[src/rtl/booth4_mul.sv]
// booth4_mul -- iterative radix-4 Booth multiplier for the RV64M multiply group.
//
// Retires one Booth digit (two multiplier bits) per cycle over a 132-bit
// accumulator. Operands are extended to 66 bits, so 33 digits cover the whole
// extended multiplier. The product sits in the low 128 bits of the accumulator.
//
// Optional feature: define BOOTH_MUL_EARLY_OUT_EN to finish as soon as every
// unconsumed multiplier bit (including the overlap bit) is equal. All remaining
// digits are then zero, so the outstanding shifts collapse into one step.
//
// Ports:
//   clock    in   1   rising-edge clock
//   reset_n  in   1   asynchronous active-low reset
//   start    in   1   request, sampled only in IDLE
//   op       in   2   00 MUL, 01 MULH, 10 MULHSU, 11 MULHU
//   a        in  64   multiplicand
//   b        in  64   multiplier
//   busy     out  1   high from accept until ready drops
//   ready    out  1   one-cycle pulse, result valid
//   result   out 64   selected product half, held until the next accept
//
// state | meaning
// ------+-------------------------------------------------
// IDLE  | waiting for start; result holds the last product
// RUN   | one Booth digit per cycle
// DONE  | product complete; ready/result registered next edge

module booth4_mul (
  input  logic        clock,
  input  logic        reset_n,
  input  logic        start,
  input  logic [1:0]  op,
  input  logic [63:0] a,
  input  logic [63:0] b,
  output logic        busy,
  output logic        ready,
  output logic [63:0] result
);

  typedef enum logic [1:0] {S_IDLE, S_RUN, S_DONE} state_t;

  state_t         state_q, state_d;
  logic [1:0]     op_q;
  logic [65:0]    mcand_q;
  logic [66:0]    mplier_q;   // {extended b, overlap bit}; low 3 bits are the digit
  logic [131:0]   acc_q;
  logic [5:0]     cnt_q;
  logic           busy_q, ready_q;
  logic [63:0]    result_q;

  logic           a_sgn, b_sgn;
  logic [65:0]    a_ext, b_ext;
  logic           dig_one, dig_two, dig_neg;
  logic [65:0]    pos_mult, add_val, upper_sum;
  logic [131:0]   summed, acc_step, acc_run;
  logic [66:0]    mplier_nxt;
  logic           early_hit, run_last;

  // MUL only keeps the low half, so its extension choice is free; signed
  // extension lets small negative multipliers finish early in that build.
  always_comb begin
    a_sgn = (op != 2'b11);
    b_sgn = (op == 2'b00) || (op == 2'b01);
    a_ext = {{2{a_sgn & a[63]}}, a};
    b_ext = {{2{b_sgn & b[63]}}, b};
  end

  always_comb begin
    dig_one = 1'b0;
    dig_two = 1'b0;
    dig_neg = 1'b0;
    case (mplier_q[2:0])
      3'b001, 3'b010: dig_one = 1'b1;
      3'b011:         dig_two = 1'b1;
      3'b100:         begin dig_two = 1'b1; dig_neg = 1'b1; end
      3'b101, 3'b110: begin dig_one = 1'b1; dig_neg = 1'b1; end
      default:        ;
    endcase
  end

  // Negative multiples are the inverted positive multiple plus a carry-in.
  always_comb begin
    if (dig_two)      pos_mult = {mcand_q[64:0], 1'b0};
    else if (dig_one) pos_mult = mcand_q;
    else              pos_mult = '0;
    add_val    = dig_neg ? ~pos_mult : pos_mult;
    upper_sum  = acc_q[131:66] + add_val + {65'b0, dig_neg};
    summed     = {upper_sum, acc_q[65:0]};
    acc_step   = $signed(summed) >>> 2;
    mplier_nxt = {{2{mplier_q[66]}}, mplier_q[66:2]};
  end

`ifdef BOOTH_MUL_EARLY_OUT_EN
  logic [6:0]   far_shamt;
  logic [131:0] acc_far;

  // mplier_q[66:2] are the bits still to be consumed after this digit,
  // with mplier_q[2] becoming the next overlap bit.
  always_comb begin
    early_hit = (&mplier_q[66:2]) | ~(|mplier_q[66:2]);
    far_shamt = {cnt_q, 1'b0} + 7'd2;
    acc_far   = $signed(summed) >>> far_shamt;
    acc_run   = early_hit ? acc_far : acc_step;
  end
`else
  always_comb begin
    early_hit = 1'b0;
    acc_run   = acc_step;
  end
`endif

  assign run_last = (cnt_q == 6'd0) || early_hit;

  always_comb begin
    state_d = state_q;
    case (state_q)
      S_IDLE:  if (start) state_d = S_RUN;
      S_RUN:   if (run_last) state_d = S_DONE;
      S_DONE:  state_d = S_IDLE;
      default: state_d = S_IDLE;
    endcase
  end

  always_ff @(posedge clock or negedge reset_n) begin
    if (!reset_n) state_q <= S_IDLE;
    else          state_q <= state_d;
  end

  always_ff @(posedge clock or negedge reset_n) begin
    if (!reset_n) begin
      op_q     <= '0;
      mcand_q  <= '0;
      mplier_q <= '0;
      acc_q    <= '0;
      cnt_q    <= '0;
      busy_q   <= 1'b0;
      ready_q  <= 1'b0;
      result_q <= '0;
    end else begin
      ready_q <= (state_q == S_DONE);
      if (state_q == S_IDLE && start) busy_q <= 1'b1;
      else if (ready_q)               busy_q <= 1'b0;

      case (state_q)
        S_IDLE: begin
          if (start) begin
            op_q     <= op;
            mcand_q  <= a_ext;
            mplier_q <= {b_ext, 1'b0};
            acc_q    <= '0;
            cnt_q    <= 6'd32;
          end
        end
        S_RUN: begin
          acc_q    <= acc_run;
          mplier_q <= mplier_nxt;
          if (cnt_q != 6'd0) cnt_q <= cnt_q - 6'd1;
        end
        S_DONE: begin
          result_q <= (op_q == 2'b00) ? acc_q[63:0] : acc_q[127:64];
        end
        default: ;
      endcase
    end
  end

  assign busy   = busy_q;
  assign ready  = ready_q;
  assign result = result_q;

endmodule

[config.mk]
export PLATFORM = sky130hd
export DESIGN_NAME = booth4_mul
export DESIGN_NICKNAME = d
export VERILOG_FILES = /design/src/rtl/booth4_mul.sv
export SDC_FILE = /design/constraint.sdc
export NUM_CORES = 1
export LEC_CHECK = 0
export CAP_MARGIN = 20
export CELL_PAD_IN_SITES_DETAIL_PLACEMENT = 0
export CELL_PAD_IN_SITES_GLOBAL_PLACEMENT = 1
export CORE_AREA = 4 4 256 258
export CTS_CLUSTER_DIAMETER = 120
export DETAILED_ROUTE_END_ITERATION = 10
export DIE_AREA = 0 0 260 262
export PLACE_DENSITY = 0.64
export SYNTH_ARGS = -nofsm -noshare
export SYNTH_HDL_FRONTEND = slang
export SYNTH_SLANG_ARGS = --single-unit
[constraint.sdc]
create_clock -name clock -period 4.8 [get_ports clock]
set_input_delay 0.96 -clock clock [delete_from_list [all_inputs] [get_ports clock]]
set_output_delay 0.96 -clock clock [all_outputs]
set_load 0.005 [all_outputs]
==> impl_metrics.json <==
{
  "status": "complete, no violations",
  "cp_data_arrival_time_ns": 4.91,
  "area_growth_pct": 22.7,
  "wirelength_um": 57300,
  "clk_pin_slew_worst_paths_ns": 0.06,
  "slowest_stage": "dfrtp_4",
  "path_buf_inv": 1,
  "grt_setup_unrepaired": "false",
  "clock_skew_ns": 0.0220,
  "gp_congestion": 0.820,
  "holdCritPathClass": "in -> async",
  "yosys_most_used_dff": "dfrtp_1",
  "initial_core_util": 0.299,
  "antenna_found_initial": 8,
  "htree_num_levels": 2,
  "cts-buffers-inserted": 43,
  "fin_tns_setup_ns": 0,
  "antenna_left": 0,
  "ys_types": 68,
  "grt-ovfl-total": 0,
  "grt_pass1_vias": 15700,
  "synth.avg_cell_area_um2": 8.84,
  "max-clock-path-buffers": 3,
  "cp_max_fo": 23,
  "placed_area_um2": 21600,
  "multi_input_area_um2": 9770,
  "cts_root_buffer": "clkbuf_16",
  "critPathMaxStageDelay_ns": 0.66,
  "cap_viol_max_count": 0,
  "layout_common_cells": "513 x nand2_1, 337 x dfrtp_1, 221 x o21ai_0",
  "syn_area_um2": 18800,
  "finalNetCount": 2447,
  "ys_warn_count": 0,
  "num_rows": 92,
  "synth_largest_area_cell": "dfrtp_1",
  "final_area_um2": 23100,
  "crit_chain": "nand2_1 -> o21ai_0 -> inv_1 -> fa_1 -> nand2b_1 -> a21oi_1 -> o21ai_2 -> a31oi_4 -> a21boi_4 -> o31ai_4 -> a21oi_4 -> o41ai_4 -> nand3_1 -> o311ai_1",
  "routed_via_density": 5.01,
  "dp_hpwl_um": 40900,
  "yosysSeqAreaShare": 0.450,
  "cts_tree": "built",
  "synth_cells": 2128,
  "drt_pass1_iterations": 5,
  "mostFrequentLayoutCell": "nand2_1",
  "finalSetupViolCount": 0,
  "worst-slew-pin-transition_ns": 1.12,
  "vias": 15700,
  "initialDrtViolationCount": 961,
  "cpLargestDelayFamily": "compound AO/OA/AOI/OAI gates",
  "grt_pass1_wl_um": 90900,
  "seq_area_um2": 8460,
  "grt_max_degree": 83,
  "worstSetupStartpointType": "register",
  "fmax_mhz": 224,
  "die-area_um2": 68100,
  "core-area_um2": 63000,
  "die_x_um": 260,
  "clock-sinks": 338,
  "groute.usage.overall": 0.166,
  "synth_area_leaders": "dfrtp_1 45%, nand2_1 10%, o21ai_0 5.9%, ha_1 4.4%, xor2_1 4.4%",
  "drc": 0,
  "min_period_over_period": 0.928,
  "drive_above_1_share": 0.0570,
  "synth.top_cell.area_share": 0.450,
  "io_buffers": 198,
  "clk-insertion-delay-late_ns": 0.56,
  "slew_headroom": 0.255,
  "period_needed_ns": 4.46,
  "wire_per_inst_um": 18.3,
  "crit_type": "reg -> reg",
  "cts-hold-fix-buffers": 0,
  "hold_violations": 0,
  "ys_ff_latch": 338,
  "endpoint_kind": "register",
  "synth_nets": 2328,
  "synth-edff-count": 0,
  "dieHeight_um": 262,
  "drv_slew": 0,
  "synthArstFlopShare": 1.00,
  "cp_data_required_time_ns": 5.25,
  "fillers": 6493,
  "io-pin-count": 199
}
-- cell families (layout without fill, tap and decap cells) --
logic type / Yosys count / after routing / synth area share
AND/OR/NAND/NOR: 718 / 718 / 0.154
other: 0 / 5 / 0
buffers and inverters: 173 / 324 / 0.0352
adder cells (fa/ha/maj): 68 / 68 / 0.0456
AO/OA/AOI/OAI: 639 / 639 / 0.222
flip-flops: 338 / 338 / 0.450
multiplexers: 64 / 64 / 0.0341
XOR/XNOR: 128 / 128 / 0.0596
-- Yosys cell counts (4+ instances only) --
| library cell | n |
|---|---|
| a31oi_1 | 72 |
| o21ai_0 | 221 |
| dfrtp_1 | 338 |
| mux2i_1 | 64 |
| clkbuf_2 | 5 |
| ha_1 | 66 |
| nor2_1 | 112 |
| nand3_1 | 19 |
| or2_2 | 5 |
| inv_1 | 19 |
| and3_1 | 8 |
| xnor2_1 | 34 |
| nand2_1 | 513 |
| a22o_1 | 67 |
| a22oi_1 | 68 |
| a21o_1 | 41 |
| o31ai_1 | 7 |
| a21boi_0 | 4 |
| o21bai_1 | 18 |
| xor2_1 | 94 |
| nand2b_1 | 7 |
| clkbuf_1 | 128 |
| o21a_1 | 6 |
| a311oi_1 | 4 |
| and2_1 | 7 |
| a21oi_1 | 79 |
| o211ai_1 | 5 |
| or3_1 | 5 |
| nor3_1 | 13 |
| nand4_1 | 18 |
| o21ai_1 | 6 |
| buf_1 | 18 |
-- sequential cells by signal, summed over array words and instances, names as in the netlist --
signal and cells:
op_q 2, mcand_q 65, mplier_q 67, cnt_q 6, ready 1, busy 1, result 64, state_q 2
acc_q 130
-- layer usage --
metal  vias up  global-route usage  share of wire
li1       7721                   -              -
met1      7556               0.230           0.46
met2       334               0.262           0.45
met3        79              0.0392          0.059
met4         4              0.0411          0.023
met5         -                   0        0.00047
-- stage by stage --
stage | hold WS, ns | utilization | instances | worst slack, ns
after global placement | 0.459 | 0.343 | 3047 | 0.417
after floorplan | 0.446 | - | 2128 | 0.504
after global routing | 0.349 | 0.367 | 3125 | 0.00798
after detailed placement | 0.471 | 0.343 | 3047 | 0.279
final | 0.329 | 0.367 | 3130 | 0.344
after CTS | 0.323 | 0.366 | 3124 | 0.301
-- what timing repair did --
action | 4_1_cts | 5_1_grt
endpoints found under the setup margin | 0 | 4
endpoints found under the hold margin | 0 | 0
resized for setup | 0 | 1
setup buffers | 0 | 0
-- final timing paths --
| kind | startpoint | end | slack [ns] | cells past startpoint |
|---|---|---|---|---|
| worst max-delay path | mplier_q[2]$_DFFE_PN0P_ | acc_q[124]$_DFFE_PN0P_ | 0.34 | 14 |
| worst min-delay path | reset_n | result[24]$_DFFE_PN0P_ | 0.33 | 1 |
| worst max register to register | mplier_q[2]$_DFFE_PN0P_ | acc_q[124]$_DFFE_PN0P_ | 0.34 | 14 |
| worst min register to register | ready$_DFF_PN0_ | busy$_DFFE_PN0P_ | 0.47 | 1 |
| max in group asynchronous | reset_n | acc_q[2]$_DFFE_PN0P_ | 3.43 | 2 |
| min in group clock | ready$_DFF_PN0_ | busy$_DFFE_PN0P_ | 0.47 | 1 |
-- cell type report --
type | count | area share
Clock buffer | 65 | 0.0564
Antenna cell | 5 | 0.000542
Clock inverter | 12 | 0.00634
Timing Repair Buffer | 228 | 0.0983
Inverter | 19 | 0.00309
Tap cell | 846 | 0.0458
Multi-Input combinational cell | 1617 | 0.423
Sequential cell | 338 | 0.366
Power is not shown: default switching activity piles up to over one toggle a cycle in this logic, so the estimate is an artifact.
